`src/rtl/cache_pkg.sv`:
```
// Shared types and default sizing for the cache block-fill controller.
package cache_pkg;

    // Controller states: wait for miss, wait for memory grant, stream block in
    typedef enum logic [1:0] {
        IDLE = 2'd0,
        REQ  = 2'd1,
        FILL = 2'd2
    } fill_state_t;

    localparam int DEFAULT_ADDR_WIDTH  = 16;
    localparam int DEFAULT_BLOCK_WORDS = 8;

    // Number of byte-offset bits inside one block of 16-bit words
    function automatic int block_offset_bits(input int block_words);
        return $clog2(2 * block_words);
    endfunction

endpackage

```
`src/rtl/fill_counter.sv`:
```
// Up-counter with synchronous clear and count enable, used for the read-issue
// and data-receive indices of a block fill.
module fill_counter #(
    parameter int WIDTH = 4
) (
    input  logic             clk,
    input  logic             rst,
    input  logic             clear,
    input  logic             enable,
    output logic [WIDTH-1:0] count
);

    // Count register; reset and clear both return to zero
    always_ff @(posedge clk) begin
        if (rst || clear) begin
            count <= '0;
        end else if (enable) begin
            count <= count + WIDTH'(1);
        end
    end

endmodule

```
`src/rtl/cache_fill_fsm.sv`:
```
// Cache block-fill controller.
//
// On a miss the block-aligned base address is captured, the shared memory
// port is requested, and once granted BLOCK_WORDS reads are issued on
// consecutive cycles. Returning words are written into the data array in
// arrival order with no assumption about memory latency; the last word also
// pulses the metadata write and ends the fill.
//
// state | meaning
// IDLE  | no fill outstanding, waiting for miss_detected
// REQ   | fill_req raised, waiting for arbiter_select
// FILL  | issuing reads and accepting returned words
//
// Optional build macro CACHE_FILL_PERF_EN adds a saturating 16-bit count of
// completed fills on port fill_count.
module cache_fill_fsm #(
    parameter int ADDR_WIDTH  = cache_pkg::DEFAULT_ADDR_WIDTH,
    parameter int BLOCK_WORDS = cache_pkg::DEFAULT_BLOCK_WORDS
) (
    input  logic                  clk,
    input  logic                  rst,
    input  logic                  miss_detected,
    input  logic [ADDR_WIDTH-1:0] miss_address,
    input  logic                  arbiter_select,
    input  logic [15:0]           memory_data,
    input  logic                  memory_data_valid,
    output logic                  fill_req,
    output logic                  mem_read,
    output logic [ADDR_WIDTH-1:0] memory_address,
    output logic [ADDR_WIDTH-1:0] cache_address,
    output logic [15:0]           cache_data,
    output logic                  write_data_array,
    output logic                  write_tag_array,
    output logic                  fsm_busy
`ifdef CACHE_FILL_PERF_EN
    ,
    output logic [15:0]           fill_count
`endif
);

    import cache_pkg::*;

    // Counters must be able to hold BLOCK_WORDS itself so "all issued" is visible
    localparam int CNT_W    = $clog2(BLOCK_WORDS) + 1;
    localparam int OFS_BITS = block_offset_bits(BLOCK_WORDS);
    localparam logic [ADDR_WIDTH-1:0] BASE_MASK = ~ADDR_WIDTH'((1 << OFS_BITS) - 1);
    localparam logic [CNT_W-1:0] CNT_ALL  = CNT_W'(BLOCK_WORDS);
    localparam logic [CNT_W-1:0] CNT_LAST = CNT_W'(BLOCK_WORDS - 1);

    fill_state_t           state;
    fill_state_t           next_state;
    logic [ADDR_WIDTH-1:0] base;
    logic                  base_load;
    logic [CNT_W-1:0]      issue_cnt;
    logic [CNT_W-1:0]      recv_cnt;
    logic                  counters_clear;
    logic                  issue_active;
    logic                  recv_last;
    logic [ADDR_WIDTH-1:0] issue_addr;
    logic [ADDR_WIDTH-1:0] recv_addr;

    // Word offsets are doubled because addresses are byte addresses of 16-bit words
    assign issue_addr   = base + (ADDR_WIDTH'(issue_cnt) << 1);
    assign recv_addr    = base + (ADDR_WIDTH'(recv_cnt) << 1);
    assign issue_active = (issue_cnt < CNT_ALL);
    assign recv_last    = (recv_cnt == CNT_LAST);

    // Counters only run inside a fill; leaving FILL (normally or by reset) zeroes them
    assign counters_clear = (state != FILL);

    assign cache_data = memory_data;
    assign fsm_busy   = (state != IDLE);

    fill_counter #(.WIDTH(CNT_W)) u_issue_cnt (
        .clk    (clk),
        .rst    (rst),
        .clear  (counters_clear),
        .enable (mem_read),
        .count  (issue_cnt)
    );

    fill_counter #(.WIDTH(CNT_W)) u_recv_cnt (
        .clk    (clk),
        .rst    (rst),
        .clear  (counters_clear),
        .enable (write_data_array),
        .count  (recv_cnt)
    );

    // State register
    always_ff @(posedge clk) begin
        if (rst) begin
            state <= IDLE;
        end else begin
            state <= next_state;
        end
    end

    // Block base address, captured with the in-block offset stripped
    always_ff @(posedge clk) begin
        if (rst) begin
            base <= '0;
        end else if (base_load) begin
            base <= miss_address & BASE_MASK;
        end
    end

    // Next-state and output decode
    always_comb begin
        next_state       = state;
        base_load        = 1'b0;
        fill_req         = 1'b0;
        mem_read         = 1'b0;
        memory_address   = '0;
        cache_address    = '0;
        write_data_array = 1'b0;
        write_tag_array  = 1'b0;
        case (state)
            IDLE: begin
                if (miss_detected) begin
                    base_load  = 1'b1;
                    next_state = REQ;
                end
            end
            REQ: begin
                fill_req = 1'b1;
                if (arbiter_select) begin
                    next_state = FILL;
                end
            end
            FILL: begin
                fill_req       = 1'b1;
                mem_read       = issue_active;
                memory_address = issue_addr;
                cache_address  = recv_addr;
                if (memory_data_valid) begin
                    write_data_array = 1'b1;
                    if (recv_last) begin
                        // Final word: metadata write is addressed at the block base
                        write_tag_array = 1'b1;
                        cache_address   = base;
                        next_state      = IDLE;
                    end
                end
            end
            default: begin
                next_state = IDLE;
            end
        endcase
    end

`ifdef CACHE_FILL_PERF_EN
    // Completed-fill counter, sticks at all-ones
    always_ff @(posedge clk) begin
        if (rst) begin
            fill_count <= '0;
        end else if (write_tag_array && (fill_count != 16'hFFFF)) begin
            fill_count <= fill_count + 16'd1;
        end
    end
`endif

endmodule

```
`config.mk`:
```
export PLATFORM = sky130hd
export DESIGN_NAME = cache_fill_fsm
export DESIGN_NICKNAME = d
export VERILOG_FILES = /design/src/rtl/cache_pkg.sv /design/src/rtl/fill_counter.sv /design/src/rtl/cache_fill_fsm.sv
export SDC_FILE = /design/constraint.sdc
export NUM_CORES = 1
export LEC_CHECK = 0
export BUFFER_PORTS_ARGS = -buffer_cell sky130_fd_sc_hd__buf_2
export CORE_MARGIN = 2
export CORE_UTILIZATION = 30
export DETAILED_ROUTE_END_ITERATION = 10
export PLACE_DENSITY = 0.61
export SYNTH_ARGS = -nofsm -noshare
export SYNTH_HDL_FRONTEND = slang
export SYNTH_SLANG_ARGS = --single-unit
```
`constraint.sdc`:
```
create_clock -name clk -period 1.77 [get_ports clk]
set_input_delay 0.177 -clock clk [delete_from_list [all_inputs] [get_ports clk]]
set_output_delay 0.177 -clock clk [all_outputs]
set_load 0.005 [all_outputs]
```
Word-level counts from Yosys, hierarchy flattened
Cells that the tools add are included.
{"block": "word_totals", "in_bits": 37, "word_cells": 40, "out_inout_bits": 53, "ff_bits": 22}
{"block": "op_classes", "mux": 18, "n_reduce_logical": 5, "magnitude_cmp": 1, "eq_ne": 8, "addsub": 4}
{"op": "$mux 16", "n": 4}
{"op": "$add 16x5->16", "n": 2}
{"op": "$ne 2x2->1 const B", "n": 5}
{"op": "$mux 1", "n": 9}
{"op": "$add 4x1->4 const B", "n": 2}
{"op": "$mux 2", "n": 4}
{"op": "$pmux 2 s3", "n": 1}
{"op": "$eq 4x3->1 const B", "n": 1}
{"op": "$lt 4x4->1 const B", "n": 1}
{"op": "$reduce_and 4->1", "n": 1}
{"op": "$eq 2x1->1 const B", "n": 1}
{"op": "$eq 2x2->1 const B", "n": 1}
{"op": "$logic_not 2->1", "n": 1}
{"op": "$reduce_bool 2->1", "n": 1}
{"op": "$reduce_or 2->1", "n": 1}
{"op": "$logic_or 1x1->1", "n": 1}

Depth between registers and ports, before layout
{"block": "depth", "word_depth": 4, "mapped_depth": 6, "depth_no_buf": 5}

Cells and area by module
A second synthesis with hierarchy kept.
{"block": "unflattened", "hier_cells": 231, "area_unflattened_um2": 1764.2}
{"module": "cache_fill_fsm", "cells_per_inst": 197, "area_each_um2": 1408.9, "seq_area_each_um2": 280.3, "n_inst": 1}
{"module": "fill_counter", "cells_per_inst": 17, "area_each_um2": 177.7, "seq_area_each_um2": 80.1, "n_inst": 2}

Worst setup path after synthesis
OpenSTA, ideal clock, no wires.
{"block": "synth_timing", "kind": "register -> output", "start": "reg u_recv_cnt.count[0]", "end": "out cache_address[10]", "path_buffers": 1, "path_slack_ns": 0.111, "stages_incl_launch_ff": 6, "t_required_ns": 1.593, "arrival_ns": 1.482, "cell_sequence": "dfxtp_1 -> ha_1 -> and4b_1 -> buf_6 -> or4_1 -> a21oi_1"}
{"block": "synth_via", "elab_chain_cells": 4, "elab_cells_between_ends": 5, "cone_classes": "add/sub: 1; eq/ne: 1; mux: 3"}
{"item": "start: declaration", "line": "fill_counter.sv:10", "source": "output logic [WIDTH-1:0] count"}
{"item": "start signal: assignment", "line": "fill_counter.sv:18", "source": "count <= count + WIDTH'(1);"}
{"item": "$add 16x5->16 / $eq 4x3->1 (equally long branches)", "line": "cache_fill_fsm.sv:64, cache_fill_fsm.sv:66"}
{"item": "$mux 16", "line": "cache_fill_fsm.sv:138", "source": "if (recv_last) begin"}
{"item": "$mux 16 *", "line": "cache_fill_fsm.sv:136", "source": "if (memory_data_valid) begin"}
{"item": "$mux 16 *", "line": "cache_fill_fsm.sv:118", "source": "case (state)"}
{"item": "end: declaration", "line": "cache_fill_fsm.sv:30", "source": "output logic [ADDR_WIDTH-1:0] cache_address,"}
Mark *: on every way between the ends. The rest lies on a longest branch, timed or not.

Worst setup path after layout
{"block": "layout_timing", "start": "reg base[4]", "end": "out cache_address[12]"}
{"block": "layout_via", "elab_chain_cells": 4}
{"item": "start: declaration", "line": "cache_fill_fsm.sv:52", "source": "logic [ADDR_WIDTH-1:0] base;"}
{"item": "start signal: assignment", "line": "cache_fill_fsm.sv:104", "source": "base <= miss_address & BASE_MASK;"}
{"item": "$add 16x5->16 *", "line": "cache_fill_fsm.sv:64", "source": "assign recv_addr = base + (ADDR_WIDTH'(recv_cnt) << 1);"}
{"item": "$mux 16", "line": "cache_fill_fsm.sv:138"}
{"item": "$mux 16 *", "line": "cache_fill_fsm.sv:136"}
{"item": "$mux 16 *", "line": "cache_fill_fsm.sv:118"}
Marked as above.

==> impl_metrics.env <==
export IMPL_crit_path_max_incr_delay_ns=0.49
export IMPL_period_needed_ns=1.94
export IMPL_netlist_instances=225
export IMPL_violations="setup timing"
export IMPL_clk_latency_ns=0.26
export IMPL_holdPathStages=3
export IMPL_ys_ff_latch=22
export IMPL_synth_async_sr_flop_share=0
export IMPL_combPwrFrac=0.399
export IMPL_crit_cells=6
export IMPL_synthTopCellsByArea="dfxtp_1 (26%), buf_4 (8.0%), nand2_1 (7.6%)"
export IMPL_antenna_found_initial=0
export IMPL_slowest_stage="or4_4"
export IMPL_critPathMostFrequentCell="ha_4"
export IMPL_rr_worst_depth=7
export IMPL_grt_max_degree=18
export IMPL_slew_viol_final=0
export IMPL_synth_ff_type="dfxtp_1"
export IMPL_clkPwrFrac=0.187
export IMPL_worst_slack_ns=-0.170
export IMPL_route_detailed_drc=0
export IMPL_worstPathMaxFanout=4
export IMPL_grt_pass1_wl_um=7460
export IMPL_rows=27
export IMPL_io_pins=90
export IMPL_synth_enable_flop_cells=0
export IMPL_use_met2=0.254
export IMPL_vias=1748
export IMPL_yosysTopAreaCellShare=0.262
export IMPL_die_h_um=78.9
export IMPL_portBuffers=51
export IMPL_fp_dieW_um=78.9
export IMPL_max_freq_mhz=515
export IMPL_min_path_type="in2reg"
export IMPL_htree_levels=1
export IMPL_endpoint_kind="primary output"
export IMPL_totalWireLength_um=4800
export IMPL_status="complete, but fails checks"
export IMPL_use_met3=0.0159
export IMPL_top_usage_layer="met2"
export IMPL_first_pass_iters=4
export IMPL_drive_gt1_frac=0.502
export IMPL_finClkSkew_ns=0.00435
export IMPL_ir_worst_vdd_mv=0.408
export IMPL_syn_area_um2=1680
export IMPL_fp_coreArea_um2=5470
export IMPL_initialDrtViolationCount=107
export IMPL_crit_chain="ha_4 -> ha_4 -> nand3_4 -> or4_4 -> a21oi_2 -> buf_2"
export IMPL_dp_hpwl_um=3170
export IMPL_fin_hold_ws_ns=0.148
export IMPL_p_int_mw=1.01
export IMPL_grt_usage=0.148
export IMPL_crit_path_start_kind="flop"
export IMPL_pwr_share_seq=0.414
export IMPL_cts_sinks=22
export IMPL_p_per_area_nw_per_um2=650
export IMPL_ys_seq_area_frac=0.262
export IMPL_postRouteAntennaNets=0
export IMPL_required_ns=1.59
export IMPL_vias_per_cell=4.87
export IMPL_arrival_ns=1.76
export IMPL_cellLeakagePower_nw=1.03
export IMPL_start_util=0.307
export IMPL_grt_pass1_vias=1586
export IMPL_cts_tree="done"
export IMPL_cp_buffers_inverters=1
export IMPL_wl_per_cell_um=13.4
export IMPL_die_area_um2=6220
export IMPL_switchingPower_mw=0.619
export IMPL_critPathTopFamily="simple AND/OR/NAND/NOR gates"
export IMPL_yosys_warnings=0
export IMPL_rsz0062_at_grt="yes"
export IMPL_place_congestion=0.827
export IMPL_grtUsageMet1=0.196
export IMPL_critPathKind="reg2out"
export IMPL_grt_ovfl_total=0
export IMPL_syn_avg_cell_area_um2=7.48
export IMPL_cts_buffers=3
export IMPL_synth_distinct_cells=33
export IMPL_synthToLayoutAreaGrowth_pct=48.8
export IMPL_post_route_util=0.458
export IMPL_synth_largest_area_cell="dfxtp_1"
export IMPL_cts_clk_slew_worst_paths_ns=0.08
export IMPL_cap_violations=0
export IMPL_fin_nets=336
export IMPL_swShare=0.380
export IMPL_hold_viol=0
export IMPL_clockBufferDepth=2
export IMPL_post_route_period_util=1.10
export IMPL_yosys_cell_count_top_type="nand2_1"
export IMPL_diodes=0
export IMPL_cts_root_buf="clkbuf_8"
export IMPL_synthTopCellsByCount="nand2_1 (34), a21oi_1 (24), dfxtp_1 (22)"
export IMPL_setup_viol=18
## stage by stage
stage	total power [mW]	worst slack, ns	std cells	setup TNS, ns	instance area [um^2]
detailed placement	1.24	-0.111	341	-0.515	2010
CTS	1.58	-0.138	355	-1.51	2330
global route	1.76	-0.230	359	-3.51	2500
finish	1.63	-0.170	359	-1.67	2500
global placement	1.22	-0.0839	341	-0.482	2010
floorplan	1.05	0.111	226	0	1690
## what timing repair did
item	4_1_cts	5_1_grt
buffers inserted	10	4
pin swaps	14	14
endpoints found under the hold margin	0	0
hold buffers	0	0
setup endpoints to repair	22	26
gates cloned	1	0
resized for setup	42	36
## power by group through the flow
stage               Combinational [mW]  Clock (mW)  Sequential (mW)
floorplan                        0.438           0            0.615
global placement                 0.569           0            0.653
detailed placement               0.581           0            0.655
CTS                              0.603       0.316            0.664
global route                     0.732       0.339            0.687
finish                           0.650       0.305            0.673
## metal layers
layer	wire [um]	part of all wire
met1	2120	0.44
met3	248	0.052
met4	45	0.0094
met5	0	0
met2	2390	0.50
## cell usage in the layout, fill, tap and decap left out, types with 9 or more instances in the layout
cell type / count
nor2_1: 13
dfxtp_1: 9
dfxtp_2: 11
mux2i_1: 10
a21oi_2: 9
buf_2: 48
nand2_1: 33
a21oi_1: 15
buf_4: 27
buf_6: 14
## sequential cells by signal, summed over array words and instances, names as in the netlist
name               count
u_issue_cnt.count      4
state                  2
base                  12
u_recv_cnt.count       4
## worst paths after layout
| path | endpoint | start | slack (ns) |
|---|---|---|---|
| max | cache_address[12] | base[4]$_SDFFE_PP0P_ | -0.17 |
| min | base[12]$_SDFFE_PP0P_ | miss_address[12] | 0.15 |
| max reg2reg | state[0]$_SDFFE_PP0P_ | u_recv_cnt.count[0]$_SDFFE_PP0P_ | 0.02 |
| min reg2reg | base[15]$_SDFFE_PP0P_ | base[15]$_SDFFE_PP0P_ | 0.47 |
## cell families (layout without fill, tap and decap cells)
logic type                 after synthesis  after routing  synth area share
xor gates and xnor gates                 8              8            0.0416
adders and majority gates               10             10            0.0743
muxes                                   10             10            0.0595
and+or+nand+nor                         96             97             0.296
other                                    1              2           0.00223
DFF                                     22             22             0.262
AOI/OAI and AO/OA                       37             37             0.120
buffers and inverters                   41            101             0.145
## final cells by class
cell class	count	area, um^2
repair buffers	90	621
inverters	8	30.0
multi-input cells	164	1260
well taps	72	90.1
clock buffers	3	41.3
fillers	553	2970
flip-flops and latches	22	462
## worst min-delay path, stage by stage
cell and delay, ns:
buf_2 0.09, nand2_1 0.05, a21oi_1 0.05
(Power assumes the default switching activity.)
